$ cat src/rtl/operator_scheduler_if.sv
// Host/pipeline-facing signal bundle of operator_scheduler: tick, config write
// port, operator issue stream and modulator algorithm write port.
interface operator_scheduler_if #(
  parameter int ID_WIDTH = 7
);
  logic                i_SampleTick;
  logic [ID_WIDTH-1:0] o_VoiceOperator;
  logic                o_VoiceOperatorValid;
  logic                o_FrameBusy;
  logic                o_FrameDone;
  logic                o_Overrun;
  logic                i_CfgValid;
  logic                o_CfgReady;
  logic [1:0]          i_CfgEnable;
  logic [ID_WIDTH-1:0] i_CfgAddr;
  logic [7:0]          i_CfgData;
  logic [1:0]          o_AlgorithmWriteEnable;
  logic [ID_WIDTH-1:0] o_AlgorithmWriteAddr;
  logic [7:0]          o_AlgorithmWriteData;

  modport slave (
    input  i_SampleTick, i_CfgValid, i_CfgEnable, i_CfgAddr, i_CfgData,
    output o_VoiceOperator, o_VoiceOperatorValid, o_FrameBusy, o_FrameDone,
           o_Overrun, o_CfgReady, o_AlgorithmWriteEnable, o_AlgorithmWriteAddr,
           o_AlgorithmWriteData
  );

  modport master (
    output i_SampleTick, i_CfgValid, i_CfgEnable, i_CfgAddr, i_CfgData,
    input  o_VoiceOperator, o_VoiceOperatorValid, o_FrameBusy, o_FrameDone,
           o_Overrun, o_CfgReady, o_AlgorithmWriteEnable, o_AlgorithmWriteAddr,
           o_AlgorithmWriteData
  );
endinterface

$ cat src/rtl/operator_scheduler.sv
// Frame sequencer for the operator pipeline plus between-frame config apply FIFO.
// Optional OPERATOR_SCHEDULER_TICK_QUEUE_EN holds one tick that arrives mid-frame.
module operator_scheduler #(
  parameter int NUM_VOICE_OPERATORS = 128,
  parameter int ID_WIDTH            = 7,
  parameter int PIPELINE_DEPTH      = 12,
  parameter int CFG_FIFO_DEPTH      = 4
) (
  input  logic                 i_Clock,
  input  logic                 i_Reset,
  operator_scheduler_if.slave  bus
);
  localparam int PW = $clog2(CFG_FIFO_DEPTH);
  localparam logic [ID_WIDTH-1:0] LAST_ID = ID_WIDTH'(NUM_VOICE_OPERATORS - 1);

  typedef enum logic [1:0] {IDLE, ISSUE, DRAIN} state_t;
  typedef struct packed {
    logic [1:0]          en;
    logic [ID_WIDTH-1:0] addr;
    logic [7:0]          data;
  } cfg_t;

  state_t              state;
  logic [ID_WIDTH-1:0] op_id;
  logic                op_vld, busy, done, overrun;
  logic [7:0]          drain_cnt;
  cfg_t                wr_out;
  cfg_t                fifo [CFG_FIFO_DEPTH];
  logic [PW:0]         wr_ptr, rd_ptr, count;
  logic                cfg_ready, push, pop, start_frame, pend;

  assign count       = wr_ptr - rd_ptr;
  assign cfg_ready   = (count != (PW+1)'(CFG_FIFO_DEPTH));
  assign push        = bus.i_CfgValid && cfg_ready;
  assign start_frame = (state == IDLE) && (bus.i_SampleTick || pend);
  // A frame start always wins over applying a config word.
  assign pop         = (state == IDLE) && !start_frame && (count != '0);

`ifndef OPERATOR_SCHEDULER_TICK_QUEUE_EN
  assign pend = 1'b0;
`endif

  always_ff @(posedge i_Clock) begin
    if (push) fifo[wr_ptr[PW-1:0]] <= '{bus.i_CfgEnable, bus.i_CfgAddr, bus.i_CfgData};
  end

  always_ff @(posedge i_Clock) begin
    if (i_Reset) begin
      state     <= IDLE;
      op_id     <= '0;
      op_vld    <= 1'b0;
      busy      <= 1'b0;
      done      <= 1'b0;
      overrun   <= 1'b0;
      drain_cnt <= '0;
      wr_out    <= '0;
      wr_ptr    <= '0;
      rd_ptr    <= '0;
`ifdef OPERATOR_SCHEDULER_TICK_QUEUE_EN
      pend      <= 1'b0;
`endif
    end else begin
      done   <= 1'b0;
      wr_out <= '0;
      if (push) wr_ptr <= wr_ptr + 1'b1;
      if (pop) begin
        rd_ptr <= rd_ptr + 1'b1;
        wr_out <= fifo[rd_ptr[PW-1:0]];
      end
      case (state)
        IDLE: if (start_frame) begin
          state  <= ISSUE;
          op_id  <= '0;
          op_vld <= 1'b1;
          busy   <= 1'b1;
`ifdef OPERATOR_SCHEDULER_TICK_QUEUE_EN
          // Pending and live tick together: one starts now, the other stays queued.
          pend   <= pend && bus.i_SampleTick;
`endif
        end
        ISSUE: if (op_id == LAST_ID) begin
          state     <= DRAIN;
          op_id     <= '0;
          op_vld    <= 1'b0;
          drain_cnt <= 8'(PIPELINE_DEPTH);
        end else begin
          op_id <= op_id + 1'b1;
        end
        DRAIN: if (drain_cnt == 8'd1) begin
          state     <= IDLE;
          busy      <= 1'b0;
          done      <= 1'b1;
          drain_cnt <= '0;
        end else begin
          drain_cnt <= drain_cnt - 1'b1;
        end
        default: state <= IDLE;
      endcase
      if (state != IDLE && bus.i_SampleTick) begin
`ifdef OPERATOR_SCHEDULER_TICK_QUEUE_EN
        if (pend) overrun <= 1'b1;
        else      pend    <= 1'b1;
`else
        overrun <= 1'b1;
`endif
      end
    end
  end

  assign bus.o_VoiceOperator        = op_id;
  assign bus.o_VoiceOperatorValid   = op_vld;
  assign bus.o_FrameBusy            = busy;
  assign bus.o_FrameDone            = done;
  assign bus.o_Overrun              = overrun;
  assign bus.o_CfgReady             = cfg_ready;
  assign bus.o_AlgorithmWriteEnable = wr_out.en;
  assign bus.o_AlgorithmWriteAddr   = wr_out.addr;
  assign bus.o_AlgorithmWriteData   = wr_out.data;
endmodule

$ cat src/flat_wrapper.sv
// flat-port wrapper written by rule: the top's interface ports become plain ports
module operator_scheduler_flat 
#(
  parameter int NUM_VOICE_OPERATORS = 128,
  parameter int ID_WIDTH            = 7,
  parameter int PIPELINE_DEPTH      = 12,
  parameter int CFG_FIFO_DEPTH      = 4
)
  (i_Clock, i_Reset, bus_i_SampleTick, bus_i_CfgValid, bus_i_CfgEnable, bus_i_CfgAddr, bus_i_CfgData, bus_o_VoiceOperator, bus_o_VoiceOperatorValid, bus_o_FrameBusy, bus_o_FrameDone, bus_o_Overrun, bus_o_CfgReady, bus_o_AlgorithmWriteEnable, bus_o_AlgorithmWriteAddr, bus_o_AlgorithmWriteData);
  operator_scheduler_if #(.ID_WIDTH(ID_WIDTH)) bus_i ();
  input  logic i_Clock;
  input  logic i_Reset;
  input wire logic [$bits(bus_i.i_SampleTick)-1:0] bus_i_SampleTick;
  input wire logic [$bits(bus_i.i_CfgValid)-1:0] bus_i_CfgValid;
  input wire logic [$bits(bus_i.i_CfgEnable)-1:0] bus_i_CfgEnable;
  input wire logic [$bits(bus_i.i_CfgAddr)-1:0] bus_i_CfgAddr;
  input wire logic [$bits(bus_i.i_CfgData)-1:0] bus_i_CfgData;
  output wire logic [$bits(bus_i.o_VoiceOperator)-1:0] bus_o_VoiceOperator;
  output wire logic [$bits(bus_i.o_VoiceOperatorValid)-1:0] bus_o_VoiceOperatorValid;
  output wire logic [$bits(bus_i.o_FrameBusy)-1:0] bus_o_FrameBusy;
  output wire logic [$bits(bus_i.o_FrameDone)-1:0] bus_o_FrameDone;
  output wire logic [$bits(bus_i.o_Overrun)-1:0] bus_o_Overrun;
  output wire logic [$bits(bus_i.o_CfgReady)-1:0] bus_o_CfgReady;
  output wire logic [$bits(bus_i.o_AlgorithmWriteEnable)-1:0] bus_o_AlgorithmWriteEnable;
  output wire logic [$bits(bus_i.o_AlgorithmWriteAddr)-1:0] bus_o_AlgorithmWriteAddr;
  output wire logic [$bits(bus_i.o_AlgorithmWriteData)-1:0] bus_o_AlgorithmWriteData;
  assign bus_i.i_SampleTick = bus_i_SampleTick;
  assign bus_i.i_CfgValid = bus_i_CfgValid;
  assign bus_i.i_CfgEnable = bus_i_CfgEnable;
  assign bus_i.i_CfgAddr = bus_i_CfgAddr;
  assign bus_i.i_CfgData = bus_i_CfgData;
  assign bus_o_VoiceOperator = bus_i.o_VoiceOperator;
  assign bus_o_VoiceOperatorValid = bus_i.o_VoiceOperatorValid;
  assign bus_o_FrameBusy = bus_i.o_FrameBusy;
  assign bus_o_FrameDone = bus_i.o_FrameDone;
  assign bus_o_Overrun = bus_i.o_Overrun;
  assign bus_o_CfgReady = bus_i.o_CfgReady;
  assign bus_o_AlgorithmWriteEnable = bus_i.o_AlgorithmWriteEnable;
  assign bus_o_AlgorithmWriteAddr = bus_i.o_AlgorithmWriteAddr;
  assign bus_o_AlgorithmWriteData = bus_i.o_AlgorithmWriteData;
  operator_scheduler #(.NUM_VOICE_OPERATORS(NUM_VOICE_OPERATORS), .ID_WIDTH(ID_WIDTH), .PIPELINE_DEPTH(PIPELINE_DEPTH), .CFG_FIFO_DEPTH(CFG_FIFO_DEPTH)) u_core (.i_Clock(i_Clock), .i_Reset(i_Reset), .bus(bus_i));
endmodule
$ cat config.mk
export PLATFORM = sky130hd
export DESIGN_NAME = operator_scheduler_flat
export DESIGN_NICKNAME = d
export VERILOG_FILES = /design/src/rtl/operator_scheduler_if.sv /design/src/rtl/operator_scheduler.sv /design/src/flat_wrapper.sv
export SDC_FILE = /design/constraint.sdc
export NUM_CORES = 1
export LEC_CHECK = 0
export CAP_MARGIN = 20
export CORE_ASPECT_RATIO = 0.5
export CORE_MARGIN = 2
export CORE_UTILIZATION = 50
export CTS_CLUSTER_DIAMETER = 60
export DETAILED_ROUTE_END_ITERATION = 7
export PLACE_DENSITY = 0.72
export SLEW_MARGIN = 0
export SYNTH_ARGS = -nofsm -noshare
export SYNTH_HDL_FRONTEND = slang
export SYNTH_SLANG_ARGS = --single-unit
$ cat constraint.sdc
create_clock -name i_Clock -period 3.4 [get_ports i_Clock]
set_input_delay 0.68 -clock i_Clock [delete_from_list [all_inputs] [get_ports i_Clock]]
set_output_delay 0.68 -clock i_Clock [all_outputs]
set_load 0.02 [all_outputs]
==> impl_metrics.ini <==
[floorplan]
die_x_microns = 138
core-area_sq_um = 8680
die_h_microns = 70.8
initial_core_util_pct = 51.4
dieArea_sq_um = 9740
rows = 24
io_pins = 50

[min_path]
worstHoldPathType = reg -> reg

[synth]
synth_cell_type_count = 51
yosysWarnings = 0
synth_cells = 300
avgSynthCellArea_sq_um = 14.9
async_reset_ff_share_pct = 0
ys_seq_elements = 112
yosys_most_used_dff = edfxtp_1
ys_seq_area_share_pct = 65.5
syn-num-nets = 331
netlist_area_sq_um = 4460
synth_edf_count = 68

[detailed_routing]
detail_route.wl_per_cell_microns = 16.0
first_pass_iters = 4
drt_iter0_drc = 171
route.detailed.drc = 0
routed_wl_microns = 7650
ant_nets = 0
via_per_inst = 5.27
via_count = 2526

[worst_setup_path]
required_ns = 2.72
worstSetupStartpointType = flip-flop
cp.arrival_ns = 2.16
crit_fanout = 6
endpoint_kind = output port
path_class = reg -> out

[timing]
skew_ns = 0.00830
setup_viol = 0
slew_violations = 0
min_period_ns = 2.84
max_freq_ghz = 0.352
worstMarginPinSlew_ns = 0.952
setup_ws_ns = 0.559
rsz0062_at_grt = false
post-route-period-util_pct = 83.6
finalSetupTns_ns = 0
hold_viol = 0
slew_headroom_pct = 36.4

[power]
p_leak_nw = 1.83
power.density_nw_per_um2 = 540
peakVddDrop_uv = 301

[grt]
grt_pass1_wl_microns = 12400
first_global_vias = 2496
grtUsageTotal_pct = 17.3
antenna_found_initial = 0
grt.overflow.total = 0
grt_max_degree = 30

[clock_network]
clkLatencyLatePin_ns = 0.34
cts_root_buf = clkbuf_16
cts_buffers = 9
clkTransAtPathRegs_ns = 0.07
cts_tree = yes
cts_hold_buf = 0
ctsLongestPathBuffers = 2
cts.sinks = 112
cts_resized = 0
htree_levels = 3
post_cts_buffers = 0

[final_layout]
area_growth_pct = 20.5
antenna_cells = 0
layout-drive-gt1-share_pct = 16.3
fin_nets = 388

[placed_design]
dp_hpwl_microns = 4960
pre_cts_ws_ns = 0.731
io_buffers = 49
globalplace.congestion = 0.848

[outcome]
status = finished clean

[job]
maxCapViolations = 0
## per-layer routing
metal,wire length (microns),up-vias,global-route usage [%]
met5,0,-,0
met4,105,0,5.50
met3,336,12,5.81
met2,3810,48,29.6
met1,3390,1221,20.9
li1,-,1245,-
## metrics by stage
stage | std cells | hold slack, ns | instance area [sq um] | utilization, % | total power, mW
final | 479 | 0.511 | 5370 | 61.9 | 2.90
after global routing | 479 | 0.522 | 5370 | 61.9 | 3.01
after CTS | 479 | 0.502 | 5370 | 61.9 | 2.93
after detailed placement | 463 | 0.480 | 5100 | 58.7 | 1.98
after global placement | 463 | 0.466 | 5100 | 58.7 | 1.96
after floorplan | 300 | 0.492 | 4460 | - | 1.84
## where the power goes
| group | leakage, nW | switching, mW | internal, mW | total, mW |
|---|---|---|---|---|
| clock network | 0.136 | 0.456 | 0.505 | 0.961 |
| logic | 0.718 | 0.194 | 0.192 | 0.385 |
| registers | 0.981 | 0.0268 | 1.53 | 1.56 |
| total | 1.83 | 0.677 | 2.23 | 2.90 |
## cell usage in the layout (no fill, tap or decap), types with 4 or more instances in the layout
cell type and count:
a21oi_1 9, and2_1 4, and2b_1 6, buf_4 7
clkbuf_16 9, clkdlybuf4s50_1 49, dfxtp_1 44, edfxtp_1 68
ha_1 10, inv_1 11, mux2_2 5, mux4_2 17
nand2_1 9, nand3_1 5, nor2_1 22, nor2b_1 14
nor2b_2 5, o21ai_0 6
## worst max-delay path, stage by stage (launching register included)
cell	delay, ns
dfxtp_1	0.38
inv_1	0.11
ha_1	0.18
nor2b_1	0.16
xnor2_2	0.33
nand2_1	0.10
clkdlybuf4s50_1	0.55
## cell type report
class	instances	area, sq um
Multi-Input combinational cell	166	1440
Sequential cell	112	2920
Inverter	12	45.0
Clock inverter	5	42.5
Tap cell	117	146
Clock buffer	11	233
Fill cell	641	3310
Timing Repair Buffer	56	543
## registers in the layout, summed over array words and instances (netlist names)
signal,flops
u_core.bus.o_AlgorithmWriteAddr,7
u_core.bus.o_AlgorithmWriteData,8
u_core.bus.o_AlgorithmWriteEnable,2
u_core.bus.o_FrameBusy,1
u_core.bus.o_FrameDone,1
u_core.bus.o_Overrun,1
u_core.bus.o_VoiceOperator,7
u_core.bus.o_VoiceOperatorValid,1
u_core.drain_cnt,8
u_core.fifo,68
u_core.rd_ptr,3
u_core.state,2
u_core.wr_ptr,3
## final timing paths
| kind | from | to | slack [ns] | cells past startpoint |
|---|---|---|---|---|
| max | u_core.wr_ptr[0] | bus_o_CfgReady | 0.56 | 6 |
| min | u_core.bus.o_VoiceOperatorValid | u_core.bus.o_VoiceOperatorValid | 0.51 | 2 |
| max reg2reg | u_core.wr_ptr[0] | u_core.bus.o_AlgorithmWriteData[5] | 1.17 | 6 |
| min reg2reg | u_core.bus.o_VoiceOperatorValid | u_core.bus.o_VoiceOperatorValid | 0.51 | 2 |
## synth_stat cells (2+ instances only)
cell | n | area [sq um]
dfxtp_1 | 44 | 881
mux2_2 | 5 | 56.3
nor2_1 | 22 | 82.6
o311ai_1 | 2 | 17.5
or4_1 | 2 | 15.0
o31ai_1 | 3 | 22.5
or3_1 | 3 | 18.8
nor3_1 | 3 | 15.0
and2_1 | 4 | 25.0
nand3_1 | 5 | 25.0
nand2_1 | 9 | 33.8
nand2b_1 | 3 | 18.8
ha_1 | 10 | 125
nand3b_1 | 2 | 15.0
a31o_2 | 2 | 17.5
a22oi_1 | 3 | 22.5
xnor2_2 | 2 | 32.5
o2111ai_1 | 2 | 17.5
xnor2_1 | 2 | 17.5
nor2b_1 | 14 | 87.6
edfxtp_1 | 68 | 2040
nand4_1 | 3 | 18.8
o211ai_1 | 2 | 15.0
buf_2 | 5 | 25.0
a31oi_1 | 2 | 12.5
a21oi_1 | 10 | 50.1
mux4_2 | 17 | 383
o21ai_0 | 6 | 30.0
and2b_1 | 6 | 45.0
clkbuf_1 | 2 | 7.51
xor2_1 | 2 | 17.5
inv_1 | 11 | 41.3
nor2b_2 | 5 | 43.8
a311oi_1 | 2 | 17.5
## logic make-up (layout without fill, tap and decap cells)
group	count (synthesis)	count (layout)	synth area share, %
flops	112	112	65.5
simple gates	86	86	11.1
compound gates	42	42	6.96
mux	22	22	9.85
buf+inv	22	84	2.24
fa+ha+maj	10	10	2.81
xor+xnor	6	6	1.52
No activity file was read; power rests on OpenSTA's default activity.
